===== src/rtl/output_unit_vc_if.sv =====
// Output-port bus: switch-side requests/grants, downstream flit link and credit return.
// Statistics counters are present only when OUTPUT_UNIT_STATS_EN is defined.
interface output_unit_vc_if #(
  parameter int NUM_PORTS = 5,
  parameter int NUM_VCS   = 2,
  parameter int FLIT_W    = 34
);
  localparam int VCW = (NUM_VCS > 1) ? $clog2(NUM_VCS) : 1;

  logic [NUM_PORTS-1:0]        i_req;
  logic [NUM_PORTS*VCW-1:0]    i_req_vc;
  logic [NUM_PORTS*FLIT_W-1:0] i_flit;
  logic [NUM_PORTS-1:0]        o_grant;
  logic                        o_valid;
  logic [VCW-1:0]              o_vc;
  logic [FLIT_W-1:0]           o_flit;
  logic                        i_credit_valid;
  logic [VCW-1:0]              i_credit_vc;
  logic [NUM_VCS-1:0]          o_vc_busy;
  logic                        o_err;
`ifdef OUTPUT_UNIT_STATS_EN
  logic [31:0]                 o_flit_cnt;
  logic [31:0]                 o_stall_cnt;
`endif

  modport slave (
`ifdef OUTPUT_UNIT_STATS_EN
    output o_flit_cnt, o_stall_cnt,
`endif
    input  i_req, i_req_vc, i_flit, i_credit_valid, i_credit_vc,
    output o_grant, o_valid, o_vc, o_flit, o_vc_busy, o_err
  );

  modport master (
`ifdef OUTPUT_UNIT_STATS_EN
    input  o_flit_cnt, o_stall_cnt,
`endif
    output i_req, i_req_vc, i_flit, i_credit_valid, i_credit_vc,
    input  o_grant, o_valid, o_vc, o_flit, o_vc_busy, o_err
  );
endinterface


===== src/rtl/output_unit_vc.sv =====
// Router output port: round-robin switch arbitration, per-VC wormhole locking, credit flow control.
// Define OUTPUT_UNIT_STATS_EN to add the flit/stall statistics counters.
module output_unit_vc #(
  parameter int NUM_PORTS = 5,
  parameter int NUM_VCS   = 2,
  parameter int FLIT_W    = 34,
  parameter int CREDITS   = 4
) (
  input logic             clk,
  input logic             reset,
  output_unit_vc_if.slave bus
);
  localparam int VCW = (NUM_VCS > 1) ? $clog2(NUM_VCS) : 1;
  localparam int PW  = (NUM_PORTS > 1) ? $clog2(NUM_PORTS) : 1;
  localparam int CW  = $clog2(CREDITS + 1);
  localparam logic [1:0] FT_TAIL = 2'b01;
  localparam logic [1:0] FT_HEAD = 2'b10;

  typedef enum logic {VC_IDLE, VC_ACTIVE} vc_state_e;

  vc_state_e         state_q   [NUM_VCS];
  vc_state_e         state_d   [NUM_VCS];
  logic [PW-1:0]     owner_q   [NUM_VCS];
  logic [PW-1:0]     owner_d   [NUM_VCS];
  logic [CW-1:0]     credits_q [NUM_VCS];
  logic [CW-1:0]     credits_d [NUM_VCS];
  logic [PW-1:0]     rr_q, rr_d;
  logic              valid_q, valid_d;
  logic [VCW-1:0]    vc_q, vc_d;
  logic [FLIT_W-1:0] flit_q, flit_d;
  logic              err_q, err_d;

  logic [VCW-1:0]       port_vc   [NUM_PORTS];
  logic [1:0]           port_type [NUM_PORTS];
  logic [NUM_PORTS-1:0] elig;
  logic                 any_grant;
  logic [PW-1:0]        gnt_idx;
  logic [VCW-1:0]       g_vc;
  logic [1:0]           g_type;
  logic [FLIT_W-1:0]    g_flit;
  logic [NUM_VCS-1:0]   ret_hit;
  logic [NUM_VCS-1:0]   busy;
  int                   scan;

  for (genvar p = 0; p < NUM_PORTS; p++) begin : g_unpack
    assign port_vc[p]   = bus.i_req_vc[p*VCW +: VCW];
    assign port_type[p] = bus.i_flit[p*FLIT_W + FLIT_W - 2 +: 2];
  end

  // Heads may only open an idle VC; body/tail may only continue the owner's packet.
  always_comb begin
    elig = '0;
    for (int p = 0; p < NUM_PORTS; p++) begin
      if (bus.i_req[p] && (int'(port_vc[p]) < NUM_VCS) && (credits_q[port_vc[p]] != '0)) begin
        if (state_q[port_vc[p]] == VC_IDLE) elig[p] = port_type[p][1];
        else elig[p] = !port_type[p][1] && (owner_q[port_vc[p]] == PW'(p));
      end
    end
  end

  // NOTE: every variable written in a combinational block gets a default first, so no latch is inferred.
  always_comb begin
    any_grant = 1'b0;
    gnt_idx   = '0;
    scan      = 0;
    for (int i = 0; i < NUM_PORTS; i++) begin
      scan = int'(rr_q) + i;
      if (scan >= NUM_PORTS) scan = scan - NUM_PORTS;
      if (!any_grant && elig[PW'(scan)]) begin
        any_grant = 1'b1;
        gnt_idx   = PW'(scan);
      end
    end
  end

  assign g_vc    = port_vc[gnt_idx];
  assign g_type  = port_type[gnt_idx];
  assign g_flit  = bus.i_flit[gnt_idx*FLIT_W +: FLIT_W];
  assign ret_hit = bus.i_credit_valid ? (NUM_VCS'(1) << bus.i_credit_vc) : '0;

  always_comb begin
    state_d   = state_q;
    owner_d   = owner_q;
    credits_d = credits_q;
    err_d     = err_q;
    rr_d      = rr_q;
    valid_d   = any_grant;
    vc_d      = vc_q;
    flit_d    = flit_q;
    if (any_grant) begin
      vc_d   = g_vc;
      flit_d = g_flit;
      rr_d   = (int'(gnt_idx) == NUM_PORTS - 1) ? '0 : gnt_idx + 1'b1;
    end
    for (int v = 0; v < NUM_VCS; v++) begin
      if (any_grant && (g_vc == VCW'(v))) begin
        case (g_type)
          FT_HEAD: begin
            state_d[v] = VC_ACTIVE;
            owner_d[v] = gnt_idx;
          end
          FT_TAIL: state_d[v] = VC_IDLE;
          default: ;
        endcase
        // A simultaneous return on the same VC cancels the spend.
        if (!ret_hit[v]) credits_d[v] = credits_q[v] - 1'b1;
      end else if (ret_hit[v]) begin
        if (credits_q[v] == CW'(CREDITS)) err_d = 1'b1;
        else credits_d[v] = credits_q[v] + 1'b1;
      end
    end
  end

  // NOTE: sequential state uses non-blocking assignments so all registers update from pre-edge values.
  always_ff @(posedge clk) begin
    if (reset) begin
      // NOTE: the per-VC arrays are control state, not storage, so every entry is reset.
      for (int v = 0; v < NUM_VCS; v++) begin
        state_q[v]   <= VC_IDLE;
        owner_q[v]   <= '0;
        credits_q[v] <= CW'(CREDITS);
      end
      rr_q    <= '0;
      valid_q <= 1'b0;
      vc_q    <= '0;
      flit_q  <= '0;
      err_q   <= 1'b0;
    end else begin
      state_q   <= state_d;
      owner_q   <= owner_d;
      credits_q <= credits_d;
      rr_q      <= rr_d;
      valid_q   <= valid_d;
      vc_q      <= vc_d;
      flit_q    <= flit_d;
      err_q     <= err_d;
    end
  end

  always_comb begin
    busy = '0;
    for (int v = 0; v < NUM_VCS; v++) busy[v] = (state_q[v] == VC_ACTIVE);
  end

  assign bus.o_grant   = any_grant ? (NUM_PORTS'(1) << gnt_idx) : '0;
  assign bus.o_valid   = valid_q;
  assign bus.o_vc      = vc_q;
  assign bus.o_flit    = flit_q;
  assign bus.o_vc_busy = busy;
  assign bus.o_err     = err_q;

`ifdef OUTPUT_UNIT_STATS_EN
  logic [31:0] flit_cnt_q, stall_cnt_q;

  always_ff @(posedge clk) begin
    if (reset) begin
      flit_cnt_q  <= '0;
      stall_cnt_q <= '0;
    end else begin
      if (any_grant) flit_cnt_q <= flit_cnt_q + 32'd1;
      if ((|bus.i_req) && !any_grant) stall_cnt_q <= stall_cnt_q + 32'd1;
    end
  end

  assign bus.o_flit_cnt  = flit_cnt_q;
  assign bus.o_stall_cnt = stall_cnt_q;
`endif
endmodule

===== src/flat_wrapper.sv =====
// flat-port wrapper written by rule: the top's interface ports become plain ports
module output_unit_vc_flat 
#(
  parameter int NUM_PORTS = 5,
  parameter int NUM_VCS   = 2,
  parameter int FLIT_W    = 34,
  parameter int CREDITS   = 4
)
  (clk, reset, bus_i_req, bus_i_req_vc, bus_i_flit, bus_i_credit_valid, bus_i_credit_vc, bus_o_grant, bus_o_valid, bus_o_vc, bus_o_flit, bus_o_vc_busy, bus_o_err);
  output_unit_vc_if #(.NUM_PORTS(NUM_PORTS), .NUM_VCS(NUM_VCS), .FLIT_W(FLIT_W)) bus_i ();
  input logic clk;
  input logic reset;
  input wire logic [$bits(bus_i.i_req)-1:0] bus_i_req;
  input wire logic [$bits(bus_i.i_req_vc)-1:0] bus_i_req_vc;
  input wire logic [$bits(bus_i.i_flit)-1:0] bus_i_flit;
  input wire logic [$bits(bus_i.i_credit_valid)-1:0] bus_i_credit_valid;
  input wire logic [$bits(bus_i.i_credit_vc)-1:0] bus_i_credit_vc;
  output wire logic [$bits(bus_i.o_grant)-1:0] bus_o_grant;
  output wire logic [$bits(bus_i.o_valid)-1:0] bus_o_valid;
  output wire logic [$bits(bus_i.o_vc)-1:0] bus_o_vc;
  output wire logic [$bits(bus_i.o_flit)-1:0] bus_o_flit;
  output wire logic [$bits(bus_i.o_vc_busy)-1:0] bus_o_vc_busy;
  output wire logic [$bits(bus_i.o_err)-1:0] bus_o_err;
  assign bus_i.i_req = bus_i_req;
  assign bus_i.i_req_vc = bus_i_req_vc;
  assign bus_i.i_flit = bus_i_flit;
  assign bus_i.i_credit_valid = bus_i_credit_valid;
  assign bus_i.i_credit_vc = bus_i_credit_vc;
  assign bus_o_grant = bus_i.o_grant;
  assign bus_o_valid = bus_i.o_valid;
  assign bus_o_vc = bus_i.o_vc;
  assign bus_o_flit = bus_i.o_flit;
  assign bus_o_vc_busy = bus_i.o_vc_busy;
  assign bus_o_err = bus_i.o_err;
  output_unit_vc #(.NUM_PORTS(NUM_PORTS), .NUM_VCS(NUM_VCS), .FLIT_W(FLIT_W), .CREDITS(CREDITS)) u_core (.clk(clk), .reset(reset), .bus(bus_i));
endmodule

===== config.mk =====
export PLATFORM = sky130hd
export DESIGN_NAME = output_unit_vc_flat
export DESIGN_NICKNAME = d
export VERILOG_FILES = /design/src/rtl/output_unit_vc_if.sv /design/src/rtl/output_unit_vc.sv /design/src/flat_wrapper.sv
export SDC_FILE = /design/constraint.sdc
export NUM_CORES = 1
export LEC_CHECK = 0
export BUFFER_PORTS_ARGS = -buffer_cell sky130_fd_sc_hd__clkbuf_2
export CORE_AREA = 2 2 116 118
export CTS_CLUSTER_DIAMETER = 30
export CTS_CLUSTER_SIZE = 25
export DETAILED_ROUTE_END_ITERATION = 10
export DIE_AREA = 0 0 118 120
export HOLD_SLACK_MARGIN = 0.15
export PLACE_DENSITY = 0.79
export SETUP_SLACK_MARGIN = 0.4
export SYNTH_ARGS = -nofsm -noshare
export SYNTH_HDL_FRONTEND = slang
export SYNTH_SLANG_ARGS = --single-unit

===== constraint.sdc =====
create_clock -name clk -period 14.2 [get_ports clk]
set_clock_uncertainty 0.15 [all_clocks]
set_input_delay 2.84 -clock clk [delete_from_list [all_inputs] [get_ports clk]]
set_output_delay 2.84 -clock clk [all_outputs]
set_load 0.05 [all_outputs]

; Yosys cells after proc, flatten, opt, wreduce, memory -nomap -nowiden
; Index checks and enable logic that the tools add are counted.
; W data, S select, Z words.
[classes]
addsub = 14
n_reduce_logical = 40
multipliers = 1
eq_ne = 13
n_mux = 109
bitwise = 7
shift = 3
magnitude_cmp = 16
[ops]
columns = cell, count
row1 = $shiftx A170 B10 Y34, 1
row2 = $mux W3, 49
row3 = $mux W1, 48
row4 = $lt A3 B5 Y1 const B, 5
row5 = $bmux W1 S3, 6
row6 = $ge A4 B3 Y1 const B, 4
row7 = $logic_and A1 B1 Y1, 16
row8 = $reduce_bool A3 Y1, 5
row9 = $sub A3 B3 Y3 const B, 5
row10 = $eq A3 B3 Y1 const B, 4
row11 = $ge A2 B2 Y1 const B, 5
row12 = $not A1 Y2, 5
row13 = $add A3 B1 Y3 const B, 3
row14 = $logic_not A1 Y1, 9
row15 = $add A3 B2 Y4 const B, 2
row16 = $mul A3 B5 Y8 const B, 1
row17 = $reduce_and A2 Y1, 4
row18 = $bmux W2 S3, 1
row19 = $eq A3 B2 Y1 const B, 2
row20 = $mux W2, 3
row21 = $reduce_and A3 Y1, 2
row22 = $reduce_bool A2 Y1, 3
row23 = $sub A3 B1 Y3 const B, 2
row24 = $mux W5, 1
row25 = 15 further kinds, 17
[totals]
ff_bits = 54
out_inout_bits = 44
inputBits = 184
word_cells = 214

; Longest topological paths before layout
[depth]
depth_word = 34
ltp_mapped = 23

; Least setup slack after synthesis
; OpenSTA, ideal clock, no wires.
[synth_path]
kind = input-to-output
from = input bus_i_flit[169]
to = output bus_o_grant[0]
path_stages = 13
slack_ps = 4702
required_time_ps = 11210
arrival_ps = 6508
path_cell_list = or4b_1 -> a2111oi_1 -> o21ai_1 -> or3b_2 -> nand3_1 -> mux2_2 -> o21a_1 -> nor2_2 -> buf_4 -> buf_4 -> ha_1 -> nand2_1 -> nor2_1
[synth_via]
elab_chain_len = 22
[synth_rtl]
columns = item, line_no
row1 = from (decl), flat_wrapper.sv:15  ; input wire logic [$bits(bus_i.i_flit)-1:0] bus_i_flit;
row2 = $logic_not A1 Y1, output_unit_vc.sv:56  ; else elig[p] = !port_type[p][1] && (owner_q[port_vc[p]] == PW'(p));
row3 = $logic_and A1 B1 Y1, output_unit_vc.sv:56
row4 = $mux W1 *, output_unit_vc.sv:55  ; if (state_q[port_vc[p]] == VC_IDLE) elig[p] = port_type[p][1];
row5 = $mux W1 *, output_unit_vc.sv:54  ; if (bus.i_req[p] && (int'(port_vc[p]) < NUM_VCS) && (credits_q[port_vc[p]] != '0)) begin
row6 = $bmux W1 S3, output_unit_vc.sv:69  ; if (!any_grant && elig[PW'(scan)]) begin
row7 = $mux W1 (implied by the code) (2 in series), output_unit_vc.sv:69
row8 = $mux W1, output_unit_vc.sv:69
row9 = $logic_not A1 Y1, output_unit_vc.sv:69
row10 = [5 not listed], n/a
row11 = $logic_not A1 Y1, output_unit_vc.sv:69
row12 = $logic_and A1 B1 Y1, output_unit_vc.sv:69
row13 = $mux W1, output_unit_vc.sv:69
row14 = $logic_not A1 Y1, output_unit_vc.sv:69
row15 = $logic_and A1 B1 Y1, output_unit_vc.sv:69
row16 = $mux W3, output_unit_vc.sv:69
row17 = $shl A1 B3 Y5, output_unit_vc.sv:145  ; assign bus.o_grant = any_grant ? (NUM_PORTS'(1) << gnt_idx) : '0;
row18 = $mux W5 *, output_unit_vc.sv:145
row19 = to (decl), flat_wrapper.sv:18  ; output wire logic [$bits(bus_i.o_grant)-1:0] bus_o_grant;
; Every way passes the cells marked *; elsewhere a longest branch is shown, timed or not. The select of a mux whose other input is x is not followed.

; Final worst setup path
[layout_path]
from = input bus_i_flit[169]
to = output bus_o_grant[2]
; Same word-level chain as after synthesis.

==> impl_results.md <==
* I/O Pins at 228
* CTS tree: yes
* RSZ-0062 raised after global routing: false
* Vias in the first global route at a little over 5000
* GRT overflow at 0
* CTS Buffer Depth at 2
* Final WL at 16600 microns
* Htree depth at 2
* CP Max Fanout at 26
* Top_reg_cell synth: dfxtp_1
* Worst rel slew slack at 29.6%
* CP peak stage delay at ~0.47 ns
* DR pass1 iterations at 5
* CP startpoint kind: input pin
* Synth async-reset ratio at 0%
* Final Instance Area at around 0.0064 sq mm
* Post-CTS setup repair buffer count at 0
* Clock Latency Late Sink at 0.30 ns
* Fmax at 0.103 GHz
* Number of DRC markers in iteration 0 at roughly 350
* Core area at ~0.013 sq mm
* DR WL/cell at about 17 microns
* Ys Warns at 0
* Initial antenna violation count at 1
* Max stage delay cell, worst path: or4b_1
* Worst hold path class: flop to flop
* Remaining antenna violation count at 0
* CP endpoint kind: primary output
* Area grow syn2layout at 27.1%
* Routed via count at roughly 5400
* Critical path data required time at approximately 11 ns
* DRC viols at 0
* Clock period minus worst slack at about 9.7 ns
* Status: complete, no violations
* Post-Syn Area at between 0.005 and 0.006 sq mm
* Final cycle utilization of the critical path at around 70%
* CTS Hold Bufs at 0
* CP most frequent cell: clkbuf_2
* Worst EP arrival at 6.76 ns
* #FFs+latches synth at 54
* Die W at approximately 120 microns
* Placed Area at about 0.0063 sq mm
* CTS sink cnt at 54
* Largest net degree at the start of global routing at between 60 and 70
* Gates resized, CTS repair at 0
* Ratio of cells with drive above 1 in the final layout at ~33%
* Initial Util at between 30% and 40%
* TritonCTS buffer count at 5
* Post-synth EDFFs at 0
* HPWL after DPL at between 10000 and 15000 microns
* Synth Area per Inst at about 8.5 sq um
* Rows at 42
* Reg clk slew, reported paths at around 0.070 ns
* Final setup TNS at 0 ns
* Finish-stage setup viols at 0
* Final Hold Violating Endpoints at 0
* Die Area at between 0.01 and 0.015 sq mm
* Setup CP Type: input pin to primary output
* Nets@finish at between 900 and 1000
* Clock root buffer master: clkbuf_16
* Height of the die at ~120 microns
* Syn Nets at 800
* RePlAce Congestion at between 0.9 and 1
* Vias per cell at 5.53
* Max-cap viol count at 0
* Crit path cell chain: clkbuf_2 > or4b_1 > a2111oi_1 > o21ai_1 > or3_4 > a221oi_4 > mux2i_1 > nor2_1 > o21ai_2 > inv_2 > buf_4 > ha_1 > and3_1 > clkbuf_2
* Global-route wire length before repair at 25900 microns
* Mapped Cells at 598
* GRT Total Usage at between 20% and 30%
* Worst slew pin tran at 1.06 ns
* Synth cell types at slightly above 70
* Sequential share of the synthesized area at between 20% and 30%
* Port Buffers at between 200 and 250
* Final Max Slew Viols at 0
worst max-delay path: cells and delay by family:
| family | cells | cell delay [ns] |
|---|---|---|
| simple gates | 4 | 1.20 |
| buf+inv | 4 | 1.19 |
| compound gates | 4 | 1.16 |
| fa+ha+maj | 1 | 0.21 |
| mux | 1 | 0.14 |
metal layers:
metal / global-route usage [%] / routed length, microns
met4: 8.96 / 515
met2: 40.2 / 8220
met1: 26.8 / 6710
met3: 4.66 / 1160
met5: 0 / 0
through the flow:
step / setup WS, ns / std cells / hold WS (ns) / util [%]
global route: 4.13 / 973 / 0.341 / 49.7
finish: 4.45 / 973 / 0.316 / 49.7
floorplan: 4.70 / 598 / 0.331 / -
global placement: 4.54 / 964 / 0.309 / 48.4
CTS: 4.46 / 972 / 0.317 / 49.7
detailed placement: 4.46 / 964 / 0.309 / 48.4
final timing paths:
path | startpoint | endpoint | slack [ns] | cells past startpoint
hold / removal | u_core.bus.o_err | u_core.bus.o_err | 0.32 | 2
setup / recovery | bus_i_flit[169] | bus_o_grant[2] | 4.45 | 14
setup reg to reg | u_core.rr_q[0] | u_core.credits_q[5] | 6.89 | 18
hold reg to reg | u_core.bus.o_err | u_core.bus.o_err | 0.32 | 2
cells in the final DEF, fill, tap and decap left out, drive strengths merged, types with 4 or more instances in the layout:
| cell type | synthesis | final |
|---|---|---|
| a2111oi | 4 | 4 |
| or3 | 13 | 13 |
| a21oi | 25 | 25 |
| nand2 | 23 | 23 |
| o21ai | 24 | 24 |
| mux2i | 146 | 146 |
| xnor2 | 7 | 7 |
| o22ai | 6 | 6 |
| ha | 15 | 15 |
| o211ai | 7 | 7 |
| and2 | 6 | 6 |
| o31ai | 5 | 5 |
| dfxtp | 54 | 54 |
| inv | 22 | 23 |
| a221oi | 6 | 6 |
| nor4 | 7 | 7 |
| clkbuf | 23 | 235 |
| a22oi | 4 | 4 |
| mux2 | 4 | 4 |
| nand3 | 5 | 5 |
| buf | 19 | 5 |
| nand2b | 7 | 7 |
| nor2 | 59 | 59 |
| nor4bb | 4 | 4 |
| a211oi | 37 | 37 |
| nor3 | 8 | 8 |
final cells by class:
type	count	area, sq um
diodes	1	2.50
clock buffers	8	166
fillers	1278	6530
inverters	24	90.1
multi-input cells	478	3710
flip-flops and latches	54	1080
well taps	176	220
repair buffers	232	1170
flip-flops by register name, summed over array words and instances, names as in the netlist:
signal and cells:
u_core.bus.o_vc 1, u_core.bus.o_err 1, u_core.owner_q 6, u_core.bus.o_valid 1, u_core.bus.o_vc_busy 2, u_core.rr_q 3
u_core.bus.o_flit 34, u_core.credits_q 6
Yosys cell counts (all sizes together), types with 4 or more instances:
library cell	number	share of area (%)
nand2	23	1.7
buf	19	2.1
a21oi	25	2.5
dfxtp	54	21
mux2i	146	29
ha	15	3.7
o21ai	24	2.4
inv	22	1.6
nor3	8	0.89
or3	13	1.7
nor4bb	4	0.79
nand3	5	0.49
a221oi	6	1.8
and2	6	0.74
o31ai	5	0.94
xnor2	7	1.2
mux2	4	0.89
a211oi	37	5.5
clkbuf	23	1.7
o22ai	6	0.74
o211ai	7	1.0
nor4	7	0.86
nand2b	7	0.86
a2111oi	4	0.72
a22oi	4	0.59
nor2	59	4.4
logic make-up after synthesis:
logic type | count (synthesis) | share of synthesized area [%]
simple gates | 152 | 15.5
fa+ha+maj | 18 | 4.88
compound gates | 150 | 21.7
flops | 54 | 21.3
mux | 150 | 29.7
buf+inv | 66 | 5.62
xor+xnor | 8 | 1.38
Power is not shown: default switching activity piles up to over one toggle a cycle in this logic, so the estimate is an artifact.
